## config.mk

```make
export PLATFORM = sky130hd
export DESIGN_NAME = reg_window_spill_fill
export DESIGN_NICKNAME = d
export VERILOG_FILES = /design/src/rtl/reg_window_spill_fill.sv
export SDC_FILE = /design/constraint.sdc
export NUM_CORES = 1
export LEC_CHECK = 0
export CORE_MARGIN = 4
export CORE_UTILIZATION = 35
export CTS_CLUSTER_DIAMETER = 200
export DETAILED_ROUTE_END_ITERATION = 12
export MAX_ROUTING_LAYER = met4
export PLACE_DENSITY = 0.83
export SLEW_MARGIN = 10
export SYNTH_ARGS = -nofsm -noshare
export SYNTH_HDL_FRONTEND = slang
export SYNTH_SLANG_ARGS = --single-unit
```

## constraint.sdc

```tcl
create_clock -name clk -period 2.15 [get_ports clk]
set_clock_uncertainty 0.15 [all_clocks]
set_input_delay 0.215 -clock clk [delete_from_list [all_inputs] [get_ports clk]]
set_output_delay 0.215 -clock clk [all_outputs]
set_load 0.03 [all_outputs]
```

## src/rtl/reg_window_spill_fill.sv

```systemverilog
// Register-window spill/fill engine: moves the two registers of one window
// to/from a word-wide LIFO stack in data memory.
//
// Ports:
//   clk, rst          clock and synchronous active-high reset
//   spill_req         save window wnd_in to the stack (sampled when idle)
//   fill_req          restore window wnd_in from the stack (sampled when idle)
//   wnd_in            target window
//   busy, done, err   status: not idle / completion pulse / full-empty pulse
//   sp                stack depth in words
//   rf_set_window     register file window select strobe
//   rf_wnd            register file window
//   rf_r_i            register index within the window
//   rf_rdata          register file combinational read data
//   rf_write          register file write strobe
//   rf_wdata          register file write data
//   mem_req, mem_we   memory request (held until mem_ack) and direction
//   mem_addr          BASE_ADDR + word index
//   mem_wdata         memory write data
//   mem_ack           completes the request in the cycle it is high
//   mem_rdata         memory read data, valid with mem_ack
module reg_window_spill_fill #(
   parameter int            DEPTH     = 8,
   parameter int            AW        = 16,
   parameter logic [AW-1:0] BASE_ADDR = '0,
   localparam int           SPW       = $clog2(DEPTH + 1)
) (
   input  logic           clk,
   input  logic           rst,
   input  logic           spill_req,
   input  logic           fill_req,
   input  logic [1:0]     wnd_in,
   output logic           busy,
   output logic           done,
   output logic           err,
   output logic [SPW-1:0] sp,
   output logic           rf_set_window,
   output logic [1:0]     rf_wnd,
   output logic [1:0]     rf_r_i,
   input  logic [15:0]    rf_rdata,
   output logic           rf_write,
   output logic [15:0]    rf_wdata,
   output logic           mem_req,
   output logic           mem_we,
   output logic [AW-1:0]  mem_addr,
   output logic [15:0]    mem_wdata,
   input  logic           mem_ack,
   input  logic [15:0]    mem_rdata
);

   typedef enum logic [2:0] {
      IDLE, SEL, SP_RD, SP_WR, FL_RD, FL_WR, DONE
   } state_t;

   localparam logic [SPW-1:0] FULL_LIM = SPW'(DEPTH - 2);
   localparam logic [SPW-1:0] TWO      = SPW'(2);

   state_t      state;
   logic        k;
   logic [1:0]  w;
   logic [15:0] hold;
   logic        err_q;

   // k doubles as the operation tag in SEL: 0 = spill, 1 = fill.
   always_ff @(posedge clk) begin
      if (rst) begin
         state <= IDLE;
         sp    <= '0;
         k     <= 1'b0;
         w     <= '0;
         hold  <= '0;
         err_q <= 1'b0;
      end else begin
         err_q <= 1'b0;
         unique case (state)
            IDLE: begin
               if (spill_req) begin
                  if (sp > FULL_LIM) begin
                     err_q <= 1'b1;
                  end else begin
                     state <= SEL;
                     w     <= wnd_in;
                     k     <= 1'b0;
                  end
               end else if (fill_req) begin
                  if (sp < TWO) begin
                     err_q <= 1'b1;
                  end else begin
                     state <= SEL;
                     w     <= wnd_in;
                     k     <= 1'b1;
                  end
               end
            end
            SEL: state <= k ? FL_RD : SP_RD;
            SP_RD: begin
               hold  <= rf_rdata;
               state <= SP_WR;
            end
            SP_WR: begin
               if (mem_ack) begin
                  sp <= sp + 1'b1;
                  if (!k) begin
                     k     <= 1'b1;
                     state <= SP_RD;
                  end else begin
                     state <= DONE;
                  end
               end
            end
            FL_RD: begin
               if (mem_ack) begin
                  hold  <= mem_rdata;
                  sp    <= sp - 1'b1;
                  state <= FL_WR;
               end
            end
            FL_WR: begin
               if (k) begin
                  k     <= 1'b0;
                  state <= FL_RD;
               end else begin
                  state <= DONE;
               end
            end
            DONE: state <= IDLE;
            default: state <= IDLE;
         endcase
      end
   end

   logic [AW-1:0] top_addr;
   assign top_addr = BASE_ADDR + AW'(sp);

   assign busy          = (state != IDLE);
   assign done          = (state == DONE);
   assign err           = err_q;
   assign rf_set_window = (state == SEL);
   assign rf_wnd        = busy ? w : 2'b00;
   assign rf_r_i        = (state == SP_RD || state == FL_WR)
                          ? {1'b0, k} : 2'b00;
   assign rf_write      = (state == FL_WR);
   assign rf_wdata      = (state == FL_WR) ? hold : 16'h0000;
   assign mem_req       = (state == SP_WR || state == FL_RD);
   assign mem_we        = (state == SP_WR);
   // Pop reads the topmost word, one below the stack pointer.
   assign mem_addr      = (state == SP_WR) ? top_addr :
                          (state == FL_RD) ? top_addr - 1'b1 : '0;
   assign mem_wdata     = (state == SP_WR) ? hold : 16'h0000;

endmodule

```

### Yosys cells after proc, flatten, opt, wreduce, memory -nomap -nowiden

Index checks and enable logic that the tools add are counted.

* flip-flop bits (word level): 27
* bits in writable memories: 0
* input bits: 39
* logic and storage cells: 74
* memory bits (read-only): 0
* bits in latches: 0
* memories: 0
* output and inout port bits: 63

* muxes and demuxes: 35
* add/subtract/negate cells: 3
* bitwise operators: 1
* equality and inequality tests: 13
* divide/modulo/power cells: 0
* multiply operators: 0
* shift operators: 0
* magnitude comparators: 2
* reductions and logical operators: 14

Operator list (number)
* $mux 16: 5
* $pmux 16 s2: 1
* $mux 3: 8
* $pmux 3 s6: 1
* $mux 2: 6
* $mux 1: 10
* $reduce_and 5->1: 2
* $eq 3x3->1 const B: 3
* $ne 3x3->1 const B: 3
* $mux 4: 2
* $pmux 4 s2: 1
* $eq 3x2->1 const B: 2
* $ne 2x2->1 const B: 3
* $reduce_bool 2->1: 3
* $reduce_bool 3->1: 2
* $sub 4x1->5 const B: 1
* $add 4x1->4 const B: 1
* $gt 4x3->1 const B: 1
* $lt 4x2->1 const B: 1
* $reduce_and 4->1: 1
* $sub 4x1->4 const B: 1
* $eq 3x1->1 const B: 1
* $logic_not 3->1: 1
* $pmux 1 s3: 1
* 6 further kinds: 7

### Depth between registers and ports, before layout

Gate-level depths: netlist of the first run.

* word-level depth: 5
* mapped depth: 8
* mapped depth without buffers: 7

### Worst setup path after synthesis of the first run

Ideal clock, no wire load.

* path kind: register to output
* start: register state[2]
* end: output port mem_addr[10]
* path buffers: 2
* arrival time: 2.534 ns
* data required time: 1.785 ns
* path slack: -0.749 ns
* stages on the path, launching flop included: 7
* path through: dfxtp_1 > or3b_4 > inv_2 > buf_4 > nand2_1 > nor3_1 > buf_4

* cells in the longest elaborated chain, start to end: 3
* elaborated cells on any way between the ends: 4
* classes of those cells: eq/ne: 2; mux: 2

RTL lines
* start, declared: RTL line 58 `state_t state;`
* start signal, assigned: RTL line 95 `SEL: state <= k ? FL_RD : SP_RD;`
* $eq 3x3->1: RTL line 148 `(state == FL_RD) ? top_addr - 1'b1 : '0;`
* $mux 16: RTL line 148
* $mux 16 (*): RTL line 147 `assign mem_addr = (state == SP_WR) ? top_addr :`
* end, declared: RTL line 45 `output logic [AW-1:0] mem_addr,`

Mark *: on every way between the ends. The rest lies on a longest branch, timed or not.

### Worst setup path after layout of the first run

* start: register state[1]
* end: register sp[3]

* cells in the longest elaborated chain, start to end: 3
* elaborated cells on any way between the ends: 7
* classes of those cells: eq/ne: 4; mux: 1; reduce/logical: 2

RTL lines
* $eq 3x3->1 or $eq 3x2->1 (tied branches): RTL line 75 `unique case (state)`
* $ne 2x2->1 (no line), or another cell as far along
* $reduce_and 3->1 (no line)
* end signal, assigned: RTL line 102 `sp <= sp + 1'b1;`
* end signal, assigned: RTL line 114 `sp <= sp - 1'b1;`
* end, declared: RTL line 36 `output logic [SPW-1:0] sp,`

Parallel ways exist; a longest one is shown, timed or not.
A chain may end at the register's enable or synchronous reset.

==> reports/qor.yml, run 1 <==
worst_setup_path:
  start_kind: "register"
  endpoint_kind: "register"
  critical_path_class: "reg -> reg"
  path_cells: "or3b_4 -> inv_4 -> buf_6 -> ha_4 -> a21o_1 -> a21oi_2 -> mux2i_1 -> mux2_1"
  rr_endpoint: "sp[3]"
  worstPathArrival_ns: 2.23
  ff2ff_path_depth: 8
  cpMaxStageDelayCell: "or3b_4"
  rr_startpoint: "state[1]"
  rrSetupSlack_ns: -0.06
  worstPathRequired_ns: 2.17
  slowest_delay_ns: 0.41
  path_max_fanout: 3
drt:
  finalWirelength_um: 6050
  drt_iter0_drc: 64
  firstDrtPassIters: 4
  viasPerCell: 4.89
  vias: 1965
  drc_errors: 0
  wire_per_inst_um: 15.0
  ant_nets: 0
yosys:
  ys_seq_area_share_pct: 27.9
  synthFlopType: "dfxtp_1"
  netlist_area_um2: 1940
  synth-edff-count: 0
  synth_nets: 280
  synth-seq-cells: 27
  yosysUniqueCellTypes: 41
  avgSynthCellArea_um2: 8.22
  yosys_warnings: 0
  async_flop_share_pct: 0
  netlist_instances: 236
timing:
  final.min_clock_period_ns: 2.21
  finalSetupViolCount: 2
  layout_setup_ws_ns: -0.0612
  final_max_slew_viol_count: 0
  rsz0062_at_grt: "yes"
  post-route-period-util_pct: 103
  finalHoldViolations: 0
  max_freq_mhz: 452
  whs_ns: 0.335
grt:
  grt_usage_pct: 18.7
  grt_start_max_net_pins: 33
  grt_first_pass_wirelength_um: 9500
  overflow: 0
  antenna_found_initial: 0
  grt_pass1_vias: 2018
die:
  core-area_um2: 5240
  rows: 26
  die_h_um: 82.5
  ios: 102
  fp.dieW_um: 82.5
  dieArea_um2: 6800
  start_util_pct: 37.1
final_layout:
  final_cell_mix: "58 x buf_4, 45 x clkdlybuf4s50_1, 37 x nand2_1"
  finalInstanceArea_um2: 3060
  post-route-util_pct: 58.5
  stdcell_count: 402
  fin_nets: 377
  area_growth_pct: 57.8
  final_common_cell: "buf_4"
  diodes: 0
  layout-drive-gt1-share_pct: 35.5
  n_fill_cell: 443
placed_design:
  place_inst: 392
  place.gp.congestion: 0.761
  pre_cts_ws_ns: 0.0448
  hpwl_um: 4330
  postPlaceCellArea_um2: 2860
  io_buffers: 100
clocking:
  clockBufferDepth: 2
  clk_pin_slew_ns: 0.09
  cts_buffers: 3
  cts.htree.levels: 1
  cts.sinks: 27
  cts_tree: "yes"
  cts_root_buffer: "clkbuf_8"
  clk_latency_ns: 0.27
flow_run:
  cap_viol_max_count: 0
worst_hold_path:
  worstHoldPathCells: 2
  holdCritPathClass: "reg -> reg"
  hold_end: "w[1]"
  min-delay-start: "w[1]"
power_and_ir_drop:
  ir_worst_vdd_mv: 0.250
  leakagePower_nw: 1.32
  power.density_nw_per_um2: 505
outcome:
  violations: "negative setup slack"
  status: "finished, violations left"
[flip-flops by register name (all words and copies together) (netlist names)]
name and count:
hold 16, sp 4, state 3, w 2
err 1, k 1
[stage by stage]
stage	power, W	setup TNS [ns]
3_3_place_gp	0.00121	0
3_5_place_dp	0.00123	0
5_1_grt	0.00164	-0.392
2_1_floorplan	0.00103	-0.0226
4_1_cts	0.00156	-0.194
6_report	0.00155	-0.0996
[power by group]
part	total, W	internal (W)	leakage, nW	switching [W]
Sequential	0.000611	0.000566	0.222	0.0000448
Combinational	0.000639	0.000302	1.07	0.000337
Clock	0.000296	0.000130	0.0255	0.000165
Total	0.00155	0.000998	1.32	0.000548
[worst max-delay path, delay by kind of cell (launching register included)]
kind	cells	cell delay (ns)
DFF	1	0.33
and+or+nand+nor	1	0.41
adders and majority gates	1	0.19
AOI/OAI and AO/OA	2	0.31
buffers and inverters	2	0.19
muxes	2	0.53
[logic make-up after synthesis]
group | share of synthesized area [%]
mux | 1.61
other cells | 0.193
xor+xnor | 0.903
simple gates | 33.0
fa+ha+maj | 3.61
flops | 27.9
buf+inv | 11.5
compound gates | 21.3
[worst max-delay path by stage]
| stage | start | to | slack (ns) | cells past startpoint |
|---|---|---|---|---|
| after floorplan | state[1] | sp[3] | -0.02 | 8 |
| after global placement | state[1] | sp[3] | 0.1 | 7 |
| after detailed placement | state[1] | sp[3] | 0.04 | 7 |
| after CTS | state[2] | sp[3] | -0.05 | 8 |
| after global routing | state[1] | sp[3] | -0.11 | 8 |
| final | state[1] | sp[3] | -0.06 | 8 |
[Yosys cell counts, types with 3 or more instances]
cell type  instances  area [um2]
nand2_1           38         143
and2_1            34         213
dfxtp_1           27         541
nor2_1            20        75.1
a311oi_2          16         240
buf_4             16         120
o21ai_0           10        50.1
clkbuf_1           7        26.3
a21oi_1            6        30.0
buf_2              5        25.0
nor3_1             5        25.0
and3b_1            4        35.0
ha_1               4        50.1
nor2_2             4        25.0
buf_6              3        33.8
inv_1              3        11.3
nand2b_1           3        18.8
nand3_1            3        15.0
[per-layer routing]
layer	GRT usage, %	wire length (um)	vias to the layer above
li1	-	-	975
met1	21.1	2430	924
met2	33.7	3210	59
met3	2.39	320	7
met4	6.64	82	0
met5	-	0	-
[cell type report]
class                      count  area [um2]  area share [%]
tap                           70        87.6            2.86
clock inverter                 1        5.00           0.163
timing repair buffer         123        1150            37.6
sequential                    27         546            17.8
clock buffer                   3        41.3            1.35
multi-input combinational    173        1210            39.6
inverter                       5        21.3           0.695
[repair_timing]
| item | in CTS | in global routing |
|---|---|---|
| setup endpoints to repair | 15 | 16 |
| hold buffers | 0 | 0 |
| buffers inserted | 5 | 2 |
| pin swaps | 2 | 3 |
| resized for setup | 31 | 5 |
| gates cloned | 1 | 0 |
Power figures use the tool's default switching activity.
==> inputs of run 2 (changes only) <==
--- a/config.mk
+++ b/config.mk
@@ -10,7 +10,7 @@
 export CTS_CLUSTER_DIAMETER = 200
 export DETAILED_ROUTE_END_ITERATION = 12
 export MAX_ROUTING_LAYER = met4
-export PLACE_DENSITY = 0.83
+export PLACE_DENSITY = 0.81
 export SLEW_MARGIN = 10
 export SYNTH_ARGS = -nofsm -noshare
 export SYNTH_HDL_FRONTEND = slang
==> constraint.sdc (replaced) <==
create_clock -name clk -period 2.35 [get_ports clk]
set_clock_uncertainty 0.15 [all_clocks]
set_input_delay 0.235 -clock clk [delete_from_list [all_inputs] [get_ports clk]]
set_output_delay 0.235 -clock clk [all_outputs]
set_load 0.03 [all_outputs]
==> run 2 against run 1 <==
The run now ends clean. Sequential power down 8.7%. Sequential share of layout area up 0.96 points. Non-clock buffer count down 11. Clock power down 12%. Clock-buffer cell count up 1.
==> reports/qor.yml, run 2 (same netlist as run 1, synthesis figures left out) <==
worst_setup_path:
  path_max_fanout: 11  # +8
  startpoint: "state[2]"
  worstPathRequired_ns: 1.97  # -0.20 ns
  critPathBufInv: 3  # +1
  start_kind: "register"
  path_delay_family: "buffers and inverters"
  cp-endpoint: "rf_wnd[0]"
  rrSetupSlack_ns: 0.13  # +0.19 ns
  rr_endpoint: "sp[3]"
  endpoint_kind: "output port"
  worstPathArrival_ns: 1.88  # -0.35 ns
  ff2ff_path_depth: 7  # -1
  cpMaxStageDelayCell: "clkdlybuf4s50_1"
  critical_path_class: "reg -> out"
  cp.depth: 5  # -3
  rr_startpoint: "state[0]"
  path_cells: "buf_4 -> nor3_2 -> inv_2 -> and2_1 -> clkdlybuf4s50_1"
  slowest_delay_ns: 0.58  # +0.17 ns
grt:
  overflow: 0  # unchanged
  grt_usage_pct: 16.0  # -2.8 points
  antenna_found_initial: 0  # unchanged
  grt_first_pass_wirelength_um: 8190  # -14%
  grt_start_max_net_pins: 33  # unchanged
  grt_pass1_vias: 1704  # -16%
flow_run:
  cap_viol_max_count: 0  # unchanged
power_and_ir_drop:
  combPwrFrac_pct: 39.8  # -1.6 points
  leakagePower_nw: 1.24  # -5.5%
  ir_worst_vdd_mv: 0.271  # +8.5%
  switching_share_pct: 34.6  # -0.84 points
  design_power_total_w: 0.00136  # -12%
  power.density_nw_per_um2: 472  # -6.5%
  p_seq_share_pct: 41.1  # +1.6 points
  internal-power_w: 0.000889  # -11%
  clockPowerShare_pct: 19.1  # about the same
  switching_power_w: 0.000470  # -14%
placed_design:
  pre_cts_ws_ns: 0.101  # +0.0560 ns
  place.gp.congestion: 0.798  # +4.9%
  hpwl_um: 3990  # -7.7%
  io_buffers: 100  # unchanged
drt:
  firstDrtPassIters: 2  # -2
  drt_iter0_drc: 56  # -13%
  viasPerCell: 4.74  # -3.1%
  drc_errors: 0  # unchanged
  vias: 1852  # -5.8%
  wire_per_inst_um: 13.6  # -9.8%
  finalWirelength_um: 5300  # -12%
  ant_nets: 0  # unchanged
final_layout:
  area_growth_pct: 48.3
  diodes: 0  # unchanged
  multi_input_area_um2: 1200  # -1.1%
  n_fill_cell: 511  # +15%
  final_cell_mix: "62 x buf_4, 47 x clkdlybuf4s50_1, 38 x nand2_1"
  reg.largest.list: "hold: 16 flops, sp: 4 flops, state: 3 flops"
  final_common_cell: "buf_4"
  largest_reg_flops: 16  # unchanged
  seqCellArea_um2: 541  # -0.92%
  fin_nets: 366  # -2.9%
  layout-drive-gt1-share_pct: 31.8  # -3.8 points
  top_register: "hold"
die:
  start_util_pct: 37.1  # unchanged
  dieArea_um2: 6800  # unchanged
  ios: 102  # unchanged
  rows: 26  # unchanged
  die_h_um: 82.5  # unchanged
  fp.dieW_um: 82.5  # unchanged
  core-area_um2: 5240  # unchanged
clocking:
  clockBufferDepth: 2  # unchanged
  cts_buffers: 3  # unchanged
  cts_root_buffer: "clkbuf_8"
  clk_pin_slew_ns: 0.09  # about the same
  cts_tree: "yes"
  cts.htree.levels: 1  # unchanged
  ctsHoldBuffers: 0  # unchanged
  cts.sinks: 27  # unchanged
  clk_latency_ns: 0.27  # about the same
worst_hold_path:
  holdCritPathClass: "reg -> reg"
timing:
  max_freq_mhz: 442
  post-route-period-util_pct: 96.4
  finalHoldViolations: 0  # unchanged
  tns_ns: 0  # +0.0996 ns
  finalSetupViolCount: 0  # -2
  final.min_clock_period_ns: 2.26
  final_max_slew_viol_count: 0  # unchanged
  rsz0062_at_grt: "no"
  layout_setup_ws_ns: 0.0851  # +0.146 ns
  whs_ns: 0.323  # -0.0123 ns
outcome:
  status: "finished, final reports clean"
==> run 2: cell count changes in the layout (fill, tap and decap cells not counted), moves of 3 or more <==
cell | before | now
dfxtp_2 | 4 | 0
dlygate4sd2_1 | 3 | 0
buf_4 | 58 | 62
buf_6 | 6 | 0
buf_8 | 10 | 0
dfxtp_1 | 23 | 27
==> run 2: cell type report <==
type | instances | area share (%)
clock buffers | 4 | 1.57
inverters | 5 | 0.652
multi-input cells | 173 | 41.6
flip-flops and latches | 27 | 18.8
well taps | 70 | 3.04
repair buffers | 112 | 34.3
==> run 2: worst min-delay path: stages, from the launching register on <==
cell     delay, ns
dfxtp_1       0.31
o21ai_0       0.06
a21oi_1       0.06
==> run 2: worst min path at each step <==
stage | from | end | slack, ns | depth (start not counted)
2_1_floorplan | wnd_in[0] | w[0] | 0.23 | 2
3_3_place_gp | w[1] | w[1] | 0.31 | 2
3_5_place_dp | w[1] | w[1] | 0.31 | 2
4_1_cts | w[1] | w[1] | 0.33 | 2
5_1_grt | wnd_in[0] | w[0] | 0.37 | 3
6_report | w[1] | w[1] | 0.32 | 2
==> run 2: power by group through the flow <==
stage | Combinational [W] | Clock (W) | Sequential (W)
5_1_grt | 0.000587 | 0.000291 | 0.000568
6_report | 0.000541 | 0.000259 | 0.000558
3_5_place_dp | 0.000535 | 0 | 0.000569
3_3_place_gp | 0.000527 | 0 | 0.000566
4_1_cts | 0.000539 | 0.000272 | 0.000559
2_1_floorplan | 0.000374 | 0 | 0.000563
==> run 2: metal layers <==
layer	part of all wire [%]	vias up	track usage, %
li1	-	951	-
met1	44	856	20.4
met2	51	43	26.4
met3	4.1	2	2.06
met4	0.77	0	4.49
met5	0	-	-
==> run 2: through the flow <==
step / util (%) / cell area (um2) / instances
floorplan: - / 1950 / 236
global placement: 53.5 / 2800 / 386
detailed placement: 53.5 / 2800 / 386
CTS: 54.4 / 2850 / 390
global route: 54.9 / 2880 / 391
finish: 54.9 / 2880 / 391
==> run 2: what timing repair did <==
item	4_1_cts	5_1_grt
endpoints found under the setup margin	2	25
setup buffers	0	1
resized for setup	1	3
pin swaps	0	1
==> inputs of run 3 (changes only) <==
--- a/config.mk
+++ b/config.mk
@@ -6,11 +6,12 @@
 export NUM_CORES = 1
 export LEC_CHECK = 0
 export CORE_MARGIN = 4
-export CORE_UTILIZATION = 35
+export CORE_UTILIZATION = 40
 export CTS_CLUSTER_DIAMETER = 200
+export CTS_CLUSTER_SIZE = 16
 export DETAILED_ROUTE_END_ITERATION = 12
 export MAX_ROUTING_LAYER = met4
-export PLACE_DENSITY = 0.81
+export PLACE_DENSITY = 0.89
 export SLEW_MARGIN = 10
 export SYNTH_ARGS = -nofsm -noshare
 export SYNTH_HDL_FRONTEND = slang
==> run 3 against run 2 <==
Clock power up 3%. Final cell count down 0.26%. Design area up 0.35%. Critical path depth up 2. Die area down 11%. Global-route usage up 2.0 points. Sequential power about the same. Combinational power about the same. Maximum frequency up 3.5%. Sequential share of layout area down 0.065 points. Wire length down 0.51%. Utilization up 6.2 points. Critical path type unchanged. Largest power group unchanged.
==> reports/qor.yml, run 3 (same netlist as run 1, synthesis figures left out) <==
outcome:
  status: "finished, final reports clean"
clocking:
  cts_tree: "yes"
  cts_buffers: 3  # unchanged
  clk_latency_ns: 0.27  # about the same
  clk_pin_slew_ns: 0.09  # about the same
  clockBufferDepth: 2  # unchanged
  cts_root_buffer: "clkbuf_8"
  cts.htree.levels: 1  # unchanged
  cts.sinks: 27  # unchanged
die:
  dieArea_um2: 6030  # -11%
  rows: 25  # -3.8%
  core-area_um2: 4720  # -9.8%
  fp.dieW_um: 77.7  # -5.8%
  start_util_pct: 41.1  # +4.0 points
  ios: 102  # unchanged
  die_h_um: 77.7  # -5.8%
final_layout:
  finalInstanceArea_um2: 2890  # +0.35%
  diodes: 0  # unchanged
  fin_nets: 368  # +0.55%
  n_fill_cell: 420  # -18%
  layout-drive-gt1-share_pct: 31.9  # +0.11 points
  final_cell_mix: "62 x buf_4, 47 x clkdlybuf4s50_1, 37 x nand2_1"
  area_growth_pct: 48.8
  largest_reg_flops: 16  # unchanged
  final_common_cell: "buf_4"
  reg.largest.list: "hold: 16 flops, sp: 4 flops, state: 3 flops"
  top_register: "hold"
drt:
  viasPerCell: 4.87  # +2.9%
  vias: 1901  # +2.6%
  firstDrtPassIters: 4  # +2
  drc_errors: 0  # unchanged
  drt_iter0_drc: 50  # -11%
  finalWirelength_um: 5280  # -0.51%
  wire_per_inst_um: 13.5  # -0.25%
  ant_nets: 0  # unchanged
worst_setup_path:
  path_max_fanout: 12  # +1
  rr_startpoint: "state[2]"
  rr_endpoint: "sp[3]"
  cp-endpoint: "mem_addr[8]"
  worstPathRequired_ns: 1.97  # about the same
  start_kind: "register"
  worstPathArrival_ns: 1.80  # -0.08 ns
  endpoint_kind: "output port"
  critical_path_class: "reg -> out"
  rrSetupSlack_ns: 0.17  # +0.04 ns
  startpoint: "state[2]"
  ff2ff_path_depth: 7  # unchanged
placed_design:
  hpwl_um: 4000  # +0.13%
  place.gp.congestion: 0.764  # -4.3%
  io_buffers: 100  # unchanged
  postPlaceCellArea_um2: 2800  # about the same
timing:
  finalSetupViolCount: 0  # unchanged
  finalHoldViolations: 0  # unchanged
  final_max_slew_viol_count: 0  # unchanged
  tns_ns: 0  # unchanged
  rsz0062_at_grt: "no"
  final.min_clock_period_ns: 2.19  # -0.0773 ns
  max_freq_mhz: 457  # +3.5%
  post-route-period-util_pct: 93.1  # -3.3 points
power_and_ir_drop:
  ir_worst_vdd_mv: 0.289  # +6.6%
  power.density_nw_per_um2: 474  # +0.38%
  leakagePower_nw: 1.27  # +2.0%
grt:
  antenna_found_initial: 0  # unchanged
  grt_first_pass_wirelength_um: 8690  # +6.1%
  overflow: 0  # unchanged
  grt_usage_pct: 18.0  # +2.0 points
  grt_pass1_vias: 1826  # +7.2%
  grt_start_max_net_pins: 33  # unchanged
worst_hold_path:
  holdCritPathClass: "reg -> reg"
flow_run:
  cap_viol_max_count: 0  # unchanged
run 3: timing repair:
action,in CTS,in global routing
hold buffers,0,0
pin swaps,1,1
endpoints found under the setup margin,14,26
setup buffers,3,0
gates resized for setup,1,6
endpoints found under the hold margin,0,0
run 3: where the power goes:
group	leakage (nW)	switching [W]	internal (W)
combinational	1.03	0.000289	0.000252
clock	0.0228	0.000147	0.000121
sequential	0.221	0.0000420	0.000516
total	1.27	0.000478	0.000890
run 3: worst max-delay path, cell delays in order, from the launching register on:
cell,delay (ns)
dfxtp_1,0.33
or3b_4,0.38
inv_2,0.10
buf_6,0.15
nand2_2,0.09
nor3_4,0.16
buf_4,0.16
buf_4,0.15
run 3: how the worst min path moves through the flow:
stage                         start  depth (start not counted)    to
after CTS                      w[1]                          2  w[1]
after global placement         w[0]                          2  w[0]
after floorplan           wnd_in[0]                          2  w[0]
after global routing           w[0]                          2  w[0]
final                          w[1]                          2  w[1]
after detailed placement       w[1]                          2  w[1]
run 3: final cells by class:
cell class / instances / area, um2 / area share [%]
repair buffers: 114 / 1000 / 34.7
multi-input cells: 173 / 1200 / 41.4
flip-flops and latches: 27 / 541 / 18.7
well taps: 67 / 83.8 / 2.90
inverters: 5 / 18.8 / 0.650
clock buffers: 4 / 45.0 / 1.56
run 3: per-layer routing:
metal	GRT usage (%)	part of all wire, %	vias to the layer above
met1	20.5	41	881
met5	-	0	-
met2	32.8	54	53
li1	-	-	958
met4	5.69	1.4	0
met3	2.09	4.0	9
run 3: metrics by stage:
step / util [%] / worst slack [ns] / instances / hold WS [ns] / power, W
floorplan: - / 0.0816 / 236 / 0.233 / 0.000937
global placement: 59.3 / 0.230 / 383 / 0.310 / 0.00109
detailed placement: 59.3 / 0.189 / 383 / 0.313 / 0.00111
CTS: 60.8 / 0.0492 / 390 / 0.326 / 0.00138
global route: 61.1 / 0.0411 / 390 / 0.361 / 0.00144
finish: 61.1 / 0.162 / 390 / 0.323 / 0.00137
==> edit (config.mk and constraints of run 3) <==
Change the parameter `DEPTH` from 8 to 4.
--- a/src/rtl/reg_window_spill_fill.sv
+++ b/src/rtl/reg_window_spill_fill.sv
@@ -21,5 +21,5 @@
 //   mem_rdata         memory read data, valid with mem_ack
 module reg_window_spill_fill #(
-   parameter int            DEPTH     = 8,
+   parameter int            DEPTH     = 4,
    parameter int            AW        = 16,
    parameter logic [AW-1:0] BASE_ADDR = '0,
Ports: changed (resized sp); port bits go from 102 to 101. No check against the original RTL was run, so the function may have changed too.
==> edit against run 3 <==
- total power rose by 0.80%
- synthesized area is 9.5% lower
- sequential power fell by 3%
- sequential cell count fell by 1
- final cell count decreased by 9.0%
- cell area down 6.8%
- wire length decreased by 6.5%
- worst setup slack got worse by 73 ps
- global-route usage shrank 0.067 points
- largest power group unchanged
==> edit: results (changes against run 3) <==
Worst setup path
  • End of the critical path: rf_write (was mem_addr[8])
  • Flop-to-flop setup slack: 410 ps (was 170 ps)
  • Worst-path fanout max: 19 (was 12)
  • Worst reg2reg path depth: 6 (was 7)
  • Reg-to-reg endpoint: k (was sp[3])
  • Worst R2R Start: sp[0] (was state[2])
  • Crit path DAT: 1880 ps (was 1800 ps)

Yosys
  • Syn nets: 263 (was 280)
  • Mapped Cells: 221 (was 236)
  • Number of unique standard cell types used by synthesis: 42 (was 41)
  • Leading cell types by total area after synthesis: dfxtp_1, nand2_1, a311oi_2 (was dfxtp_1, a311oi_2, and2_1)

Layout
  • Fraction of layout instances using a drive strength above 1: 22.62% (was 31.89%)
  • Filler instances: 363 (was 420)
  • Largest registers ranked by flip-flop count: hold (16), sp (3), state (3) (was hold (16), sp (4), state (3))
  • Number of standard cells in the final layout excluding fillers: 355 (was 390)

Global routing
  • Global router's overall resource usage: 17.96% (was 18.03%)
  • Number of global-route vias before repair: 1670 (was 1826)

Power
  • Worst-case vdd ir drop: 0.0002622 V (was 0.0002892 V)
  • Total leakage power: 1.142 nW (was 1.268 nW)

Detailed routing
  • First DRT Iteration DRCs: 64 (was 50)
  • WL per Instance: 13.89 um (was 13.53 um)
  • Vias per cell: 4.986 (was 4.874)

Placement
  • PortBufs: 99 (was 100)
  • Placed Cells: 351 (was 383)
  • Dpl hpwl: 3809 um (was 3999 um)

Outcome
  • Result of the run: complete, no violations (unchanged)

Clock network
  • Setup fix buffers added after clock tree synthesis: 0 (was 3)
edit: cell count changes in the layout (fill, tap and decap cells not counted), moves of 4 or more:
cell / delta
a311oi_1: +8
nor2_1: +5
a311oi_2: -8
nor2_2: -4
and2_1: -16
and3_1: +16
o21ai_0: -9
clkdlybuf4s50_1: +17
buf_4: -18
o21ai_1: +5
edit: per-layer routing:
metal  wire (um)  GRT usage (%)  vias to the layer above  part of all wire, %
li1            -              -                      910                    -
met2        2534          31.69                       50                   51
met5           0              -                        -                    0
met3         344          3.649                        4                  7.0
met4          66          5.929                        0                  1.3
met1        1987          20.21                      806                   40
edit: logic make-up after synthesis:
logic type               after synthesis  synth area share, %
AND/OR/NAND/NOR                      115                34.07
AO/OA/AOI/OAI                         40                20.39
XOR/XNOR                               1               0.4990
buffers and inverters                 34                11.97
adder cells (fa/ha/maj)                3                2.566
other                                  1               0.2136
multiplexers                           1               0.6414
flip-flops                            26                29.65
edit: worst min-delay path by stage:
stage / from / to / slack, ps / cells past startpoint
after floorplan: mem_ack / sp[2] / 220 / 1
after global placement: hold[1] / hold[1] / 340 / 2
after detailed placement: hold[15] / hold[15] / 350 / 2
after CTS: hold[15] / hold[15] / 370 / 2
after global routing: wnd_in[1] / w[1] / 380 / 3
final: hold[1] / hold[1] / 360 / 2
edit: critical path, stage by stage, from the launching register on:
cell and delay, ps:
dfxtp_1 320, and2b_2 390, and2_4 220, clkdlybuf4s50_1 680
edit: final cells by class:
class,count,area share [%]
multi-input combinational,161,38.14
timing repair buffer,110,37.58
sequential,26,19.35
tap,50,2.326
clock buffer,4,2.047
inverter,4,0.5581
edit: power by group:
part	switching [mW]	internal, mW	leakage [nW]
clock	0.144	0.150	0.0288
sequential	0.0406	0.504	0.213
combinational	0.295	0.246	0.901
edit: per-stage QoR:
| step | power, mW | hold slack (ps) | util, % | setup WS, ps | instance area [sq um] |
|---|---|---|---|---|---|
| after floorplan | 0.9059 | 219.2 | - | 214.9 | 1755 |
| after global placement | 1.079 | 341.4 | 64.00 | 410.3 | 2634 |
| after detailed placement | 1.099 | 352.3 | 64.00 | 361.8 | 2634 |
| after CTS | 1.390 | 365.6 | 65.34 | 39.62 | 2689 |
| after global routing | 1.462 | 379.6 | 65.37 | 18.85 | 2690 |
| final | 1.379 | 362.4 | 65.37 | 89.30 | 2690 |
